File: src/rtl/memory_stage_if.sv
// Shared pipeline bundle types and the data-bus interface used by memory_stage.
// The stage drives requests through the master modport, and the memory side answers through the slave modport.
package memory_stage_pkg;

    typedef struct packed {
        logic       MemR;
        logic       MemW;
        logic [1:0] msize;
        logic       LoadU;
    } ctl_t;

    typedef struct packed {
        logic [63:0] pc;
        ctl_t        ctl;
        logic [63:0] alu;
        logic [63:0] rs2;
        logic        valid;
    } execute_data_t;

    typedef struct packed {
        logic [63:0] pc;
        ctl_t        ctl;
        logic [63:0] alu;
        logic [63:0] rd;
        logic        valid;
    } memory_data_t;

endpackage

interface memory_stage_if #(
    parameter int AW = 64,
    parameter int DW = 64
);
    logic          dreq_valid;
    logic [AW-1:0] dreq_addr;
    logic [2:0]    dreq_size;
    logic [7:0]    dreq_strobe;
    logic [DW-1:0] dreq_data;
    logic          dresp_data_ok;
    logic [DW-1:0] dresp_data;

    modport master (
        output dreq_valid, dreq_addr, dreq_size, dreq_strobe, dreq_data,
        input  dresp_data_ok, dresp_data
    );

    modport slave (
        input  dreq_valid, dreq_addr, dreq_size, dreq_strobe, dreq_data,
        output dresp_data_ok, dresp_data
    );
endinterface

File: src/rtl/memory_stage.sv
// Memory pipeline stage: issues one data-bus transaction per load or store and stalls upstream until the transaction completes.
// Non-memory and misaligned instructions pass straight through in the same cycle.
module memory_stage
    import memory_stage_pkg::*;
#(
    parameter int AW = 64,
    parameter int DW = 64
) (
    input  logic                  clk,
    input  logic                  resetn,
    input  execute_data_t         dataE,
    input  logic                  flush,
    output memory_data_t          dataM_nxt,
    output logic                  stallM,
    output logic                  misalign,
    memory_stage_if.master        bus
);

    typedef enum logic [1:0] {IDLE = 2'd0, REQ = 2'd1, DONE = 2'd2} state_t;

    state_t        stateR, stateNxt;
    logic          reqValidR;
    logic [AW-1:0] reqAddrR;
    logic [1:0]    reqSizeR;
    logic [7:0]    reqStrobeR;
    logic [DW-1:0] reqDataR;
    logic          reqLoadR;
    logic          reqLoadUR;
    logic [DW-1:0] capturedR;
    logic [2:0]    sizeMask;
    logic          memOp;
    logic          startReq;

    function automatic logic [7:0] laneStrobe(input logic [1:0] size, input logic [2:0] off);
        logic [7:0] s;
        case (size)
            2'd0:    s = 8'h01 << off;
            2'd1:    s = 8'h03 << off;
            2'd2:    s = 8'h0F << off;
            2'd3:    s = 8'hFF;
            default: s = 8'h00;
        endcase
        return s;
    endfunction

    function automatic logic [63:0] loadExtract(input logic [63:0] raw, input logic [2:0] off,
                                                input logic [1:0] size, input logic zext);
        logic [63:0] tmp;
        logic [63:0] r;
        tmp = raw >> {off, 3'b000};
        case (size)
            2'd0:    r = zext ? {56'd0, tmp[7:0]}  : {{56{tmp[7]}},  tmp[7:0]};
            2'd1:    r = zext ? {48'd0, tmp[15:0]} : {{48{tmp[15]}}, tmp[15:0]};
            2'd2:    r = zext ? {32'd0, tmp[31:0]} : {{32{tmp[31]}}, tmp[31:0]};
            2'd3:    r = tmp;
            default: r = 64'd0;
        endcase
        return r;
    endfunction

    // Low address bits that must be zero for a naturally aligned access of this size.
    assign sizeMask = ~(3'b111 << dataE.ctl.msize);
    assign misalign = dataE.valid & (dataE.ctl.MemR | dataE.ctl.MemW) & (|(dataE.alu[2:0] & sizeMask));
    assign memOp    = dataE.valid & (dataE.ctl.MemR | dataE.ctl.MemW) & ~misalign;
    assign startReq = (stateR == IDLE) & memOp & ~flush;

    assign bus.dreq_valid  = reqValidR;
    assign bus.dreq_addr   = reqAddrR;
    assign bus.dreq_size   = {1'b0, reqSizeR};
    assign bus.dreq_strobe = reqStrobeR;
    assign bus.dreq_data   = reqDataR;

    // State register plus the request and response capture registers.
    always_ff @(posedge clk or negedge resetn) begin
        if (!resetn) begin
            stateR     <= IDLE;
            reqValidR  <= 1'b0;
            reqAddrR   <= '0;
            reqSizeR   <= 2'd0;
            reqStrobeR <= 8'h00;
            reqDataR   <= '0;
            reqLoadR   <= 1'b0;
            reqLoadUR  <= 1'b0;
            capturedR  <= '0;
        end else begin
            stateR <= stateNxt;
            if (startReq) begin
                reqValidR  <= 1'b1;
                reqAddrR   <= dataE.alu[AW-1:0];
                reqSizeR   <= dataE.ctl.msize;
                reqStrobeR <= dataE.ctl.MemW ? laneStrobe(dataE.ctl.msize, dataE.alu[2:0]) : 8'h00;
                reqDataR   <= dataE.rs2[DW-1:0] << {dataE.alu[2:0], 3'b000};
                reqLoadR   <= dataE.ctl.MemR;
                reqLoadUR  <= dataE.ctl.LoadU;
            end else if ((stateR == REQ) && bus.dresp_data_ok) begin
                reqValidR <= 1'b0;
                capturedR <= bus.dresp_data;
            end else begin
                reqValidR <= reqValidR;
            end
        end
    end

    // Next state, stall and the outgoing bundle; a stalled stage emits a bubble.
    always_comb begin
        stateNxt        = stateR;
        stallM          = 1'b0;
        dataM_nxt.pc    = dataE.pc;
        dataM_nxt.ctl   = dataE.ctl;
        dataM_nxt.alu   = dataE.alu;
        dataM_nxt.rd    = dataE.alu;
        dataM_nxt.valid = dataE.valid;
        case (stateR)
            IDLE: begin
                if (flush) begin
                    dataM_nxt.valid = 1'b0;
                end else if (memOp) begin
                    stallM          = 1'b1;
                    dataM_nxt.valid = 1'b0;
                    stateNxt        = REQ;
                end else if (misalign) begin
                    dataM_nxt.rd = 64'd0;
                end else begin
                    stateNxt = IDLE;
                end
            end
            REQ: begin
                stallM          = 1'b1;
                dataM_nxt.valid = 1'b0;
                if (bus.dresp_data_ok) begin
                    stateNxt = DONE;
                end else begin
                    stateNxt = REQ;
                end
            end
            DONE: begin
                dataM_nxt.valid = 1'b1;
                dataM_nxt.rd    = reqLoadR ? loadExtract(capturedR, reqAddrR[2:0], reqSizeR, reqLoadUR) : 64'd0;
                stateNxt        = IDLE;
            end
            default: begin
                stateNxt = IDLE;
            end
        endcase
    end

endmodule

File: src/flat_wrapper.sv
// flat-port wrapper written by rule: the top's interface ports become plain ports
module memory_stage_flat import memory_stage_pkg::*;
#(
    parameter int AW = 64,
    parameter int DW = 64
)
  (clk, resetn, dataE, flush, dataM_nxt, stallM, misalign, bus_dreq_valid, bus_dreq_addr, bus_dreq_size, bus_dreq_strobe, bus_dreq_data, bus_dresp_data_ok, bus_dresp_data);
  memory_stage_if #(.AW(AW), .DW(DW)) bus_i ();
  input  logic clk;
  input  logic resetn;
  input  execute_data_t dataE;
  input  logic flush;
  output memory_data_t dataM_nxt;
  output logic stallM;
  output logic misalign;
  output wire logic [$bits(bus_i.dreq_valid)-1:0] bus_dreq_valid;
  output wire logic [$bits(bus_i.dreq_addr)-1:0] bus_dreq_addr;
  output wire logic [$bits(bus_i.dreq_size)-1:0] bus_dreq_size;
  output wire logic [$bits(bus_i.dreq_strobe)-1:0] bus_dreq_strobe;
  output wire logic [$bits(bus_i.dreq_data)-1:0] bus_dreq_data;
  input wire logic [$bits(bus_i.dresp_data_ok)-1:0] bus_dresp_data_ok;
  input wire logic [$bits(bus_i.dresp_data)-1:0] bus_dresp_data;
  assign bus_dreq_valid = bus_i.dreq_valid;
  assign bus_dreq_addr = bus_i.dreq_addr;
  assign bus_dreq_size = bus_i.dreq_size;
  assign bus_dreq_strobe = bus_i.dreq_strobe;
  assign bus_dreq_data = bus_i.dreq_data;
  assign bus_i.dresp_data_ok = bus_dresp_data_ok;
  assign bus_i.dresp_data = bus_dresp_data;
  memory_stage #(.AW(AW), .DW(DW)) u_core (.clk(clk), .resetn(resetn), .dataE(dataE), .flush(flush), .dataM_nxt(dataM_nxt), .stallM(stallM), .misalign(misalign), .bus(bus_i));
endmodule
File: config.mk
export PLATFORM = sky130hd
export DESIGN_NAME = memory_stage_flat
export DESIGN_NICKNAME = d
export VERILOG_FILES = /design/src/rtl/memory_stage_if.sv /design/src/rtl/memory_stage.sv /design/src/flat_wrapper.sv
export SDC_FILE = /design/constraint.sdc
export NUM_CORES = 1
export LEC_CHECK = 0
export BUFFER_PORTS_ARGS = -buffer_cell sky130_fd_sc_hd__buf_2
export CELL_PAD_IN_SITES_DETAIL_PLACEMENT = 0
export CELL_PAD_IN_SITES_GLOBAL_PLACEMENT = 1
export CORE_ASPECT_RATIO = 0.6
export CORE_MARGIN = 4
export CORE_UTILIZATION = 31
export CTS_CLUSTER_SIZE = 20
export DETAILED_ROUTE_END_ITERATION = 8
export HOLD_SLACK_MARGIN = 0.03
export PLACE_DENSITY = 0.78
export REMOVE_ABC_BUFFERS = 1
export SLEW_MARGIN = 40
export SYNTH_ARGS = -nofsm -noshare
export SYNTH_HDL_FRONTEND = slang
export SYNTH_SLANG_ARGS = --single-unit
File: constraint.sdc
create_clock -name clk -period 2.4 [get_ports clk]
set_input_delay 0.36 -clock clk [delete_from_list [all_inputs] [get_ports clk]]
set_output_delay 0.36 -clock clk [all_outputs]
set_load 0.05 [all_outputs]
==> out/metrics.cfg <==
[run_status]
outcome=finished, violations left
violations=negative setup slack

[power_and_ir_drop]
peakVddDrop_mv=0.525
intPower_mw=10.6
p_per_area_nw_per_um2=999
pwr-share-comb_pct=51.6
sequentialPowerShare_pct=27.1
p_switching_mw=8.94
power.total_mw=19.5
leakagePower_nw=9.84
p_clk_share_pct=21.3
netSwitchingFraction_pct=45.9

[place]
dp.cells=2500
place_hpwl_um=53300
port-buffer-count=476
gp_congestion=0.928

[synth]
syn-cell-area_sq_um=13400
async_flop_share_pct=100
synth-seq-area-share_pct=38.5
ys_seq_elements=207
synth_cell_types=57
synth_edf_count=0
syn_avg_cell_area_sq_um=8.57
ys.flop_type=dfrtp_1
syn_inst=1568
synth_warnings=0

[critical_path]
path_max_fanout=17
required_ns=2.04
critPathLaunchType=flop
cp-end-kind=output pin
worstPathArrival_ns=2.77
worstSetupPathType=flop to output pin

[timing]
post-route-period-util_pct=130
max_slew.worst_pin.slew_ns=0.815
fmax_mhz=320
setup_violations=65
drv_slew=0
rsz0062_at_grt=true
min_period_ns=3.13
hold_violations=0
clock_skew_ns=0.00997
slew_headroom_pct=45.4
fin_ws_ns=-0.726

[clock_tree]
cts_max_level=1
clock-sinks=207
numCtsBuffers=25
cts-root-buf=clkbuf_16
clk_latency_ns=0.54
cts.reportedPaths.clkPinSlew_ns=0.07
cts_tree=yes
cts_buffer_depth=3

[drt]
num_vias=13900
drc=0
via_per_inst=5.21
drtIter0Drc=1353
wl_per_cell_um=26.5
antenna_left=0
wl_um=70500
first_pass_iters=9

[layout]
finalNonFillerCells=2658
area_growth_pct=45.1
layout_common_cells=nand2_1, buf_2, dfrtp_1
drive_gt1_share_pct=40.2
fillers=4165
layout_commonest_cell=nand2_1
fin_nets=2334

[die]
design.die.area_sq_um=46900
initial_core_util_pct=31.7
die_w_um=277
rows=58
dieHeight_um=169
ios=606
core_sq_um=42400

[global_routing]
grt_usage_pct=28.5
grt.overflow.total=0
top_usage_layer=met2
grt_pass1_wl_um=98900
met1_usage_pct=36.8
use_met2_pct=38.0
use_met3_pct=20.6
grt_max_degree=134
antenna_found_initial=5
grt_pass1_vias=13600

[hold_path]
hold_path.class=primary input to flop

[run]
maxCapViolCount=0

synth_stat cells, types with 2 or more instances:
| cell | instances | share of area (%) |
|---|---|---|
| nand2_1 | 512 | 14 |
| o21ai_0 | 74 | 2.8 |
| buf_6 | 15 | 1.3 |
| mux4_2 | 30 | 5.0 |
| a21oi_1 | 58 | 2.2 |
| o31ai_2 | 16 | 1.5 |
| mux2i_1 | 96 | 7.2 |
| clkbuf_1 | 55 | 1.5 |
| inv_1 | 9 | 0.25 |
| a22oi_1 | 8 | 0.45 |
| a22oi_2 | 2 | 0.19 |
| a22o_1 | 4 | 0.26 |
| buf_2 | 41 | 1.5 |
| a211oi_1 | 24 | 1.3 |
| dfrtp_1 | 207 | 39 |
| o2bb2ai_1 | 7 | 0.46 |
| and3_1 | 8 | 0.37 |
| a21o_1 | 56 | 3.1 |
| nand3_1 | 2 | 0.074 |
| mux2_2 | 17 | 1.4 |
| buf_1 | 5 | 0.14 |
| o22ai_1 | 7 | 0.33 |
| o221ai_1 | 6 | 0.39 |
| ha_1 | 3 | 0.28 |
| nor2_1 | 50 | 1.4 |
| or3_1 | 7 | 0.33 |
| o21a_1 | 7 | 0.39 |
| buf_4 | 139 | 7.8 |
| nor2b_1 | 21 | 0.98 |
| or2_2 | 3 | 0.14 |
| a21boi_0 | 7 | 0.39 |
| nand3b_1 | 3 | 0.17 |
| nand2b_1 | 6 | 0.28 |
| a31oi_1 | 40 | 1.9 |
power groups by stage:
stage                     combinational (mW)  sequential, mW  clock (mW)
after floorplan                         2.93            7.27           0
after global placement                  8.47            5.23           0
after detailed placement                8.53            5.27           0
after CTS                               9.45            5.22        4.24
after global routing                    10.6            5.38        4.40
final                                   10.1            5.28        4.16
cells by family (layout without fill, tap and decap cells):
family          after synthesis  count (layout)  share of synthesized area, %
other cells                   1               6                        0.0279
fa+ha+maj                     3               3                         0.279
simple gates                622             622                          18.7
buf+inv                     265             780                          12.5
mux                         143             143                          13.6
flops                       207             207                          38.5
compound gates              327             327                          16.3
registers in the layout (all words and copies together), names as in the netlist:
name and count:
u_core.bus.dreq_addr 64, u_core.bus.dreq_strobe 8, u_core.reqSizeR 2, u_core.capturedR 64
u_core.stateR 2, u_core.reqLoadR 1, u_core.bus.dreq_data 64, u_core.bus.dreq_valid 1
u_core.reqLoadUR 1
worst paths after layout:
kind,startpoint,slack (ns),depth (start not counted),to
setup / recovery,u_core.bus.dreq_addr[1],-0.73,9,dataM_nxt[20]
hold / removal,dataE[103],0.05,3,u_core.bus.dreq_addr[38]
setup reg to reg,u_core.stateR[0],0.21,5,u_core.bus.dreq_strobe[2]
hold reg to reg,u_core.bus.dreq_strobe[4],0.46,2,u_core.bus.dreq_strobe[4]
max in group asynchronous,resetn,1.22,3,u_core.bus.dreq_addr[10]
min in group asynchronous,resetn,0.33,2,u_core.bus.dreq_addr[28]
through the flow:
step,hold WS (ns),instance area [sq um],util (%),worst slack (ns),setup TNS (ns)
global route,0.0443,19500,46.0,-0.806,-46.46
global placement,0.322,16400,38.6,-0.282,-8.50
floorplan,0.0644,11800,-,-3.55,-380.30
CTS,0.0319,19000,44.9,-0.743,-42.73
detailed placement,0.328,16400,38.6,-0.321,-11.84
finish,0.0497,19500,46.0,-0.726,-41.02
critical path, stage by stage, from the launching register on:
cell and delay (ns):
dfrtp_2 0.51, buf_6 0.21, buf_12 0.19, mux4_2 0.34, nand2_1 0.19, o21ai_1 0.16, buf_4 0.17, a21boi_0 0.14
o21ai_0 0.09, buf_4 0.20
repair_timing:
| action | 4_1_cts | 5_1_grt |
|---|---|---|
| pin swaps | 12 | 17 |
| setup endpoints to repair | 66 | 66 |
| setup buffers | 31 | 10 |
| hold endpoints to repair | 121 | 0 |
| gates resized for setup | 205 | 75 |
| hold buffers | 75 | 0 |
| cloned | 5 | 3 |
final cells by class:
class | count | area (sq um) | share of cell area, %
Multi-Input combinational cell | 1096 | 7180 | 36.8
Timing Repair Buffer | 725 | 5490 | 28.1
Sequential cell | 207 | 5190 | 26.6
Clock buffer | 33 | 736 | 3.77
Tap cell | 570 | 713 | 3.66
Clock inverter | 12 | 148 | 0.757
Inverter | 10 | 41.3 | 0.212
Antenna cell | 5 | 12.5 | 0.0642
routing by layer:
| metal | vias to the layer above | share of wire (%) | wire [um] |
|---|---|---|---|
| li1 | 6217 | - | - |
| met1 | 6782 | 41 | 28800 |
| met2 | 771 | 40 | 28000 |
| met3 | 82 | 17 | 12100 |
| met4 | 8 | 1.4 | 966 |
| met5 | - | 1.0 | 708 |
Note: power is estimated with default switching activity, not from simulation.
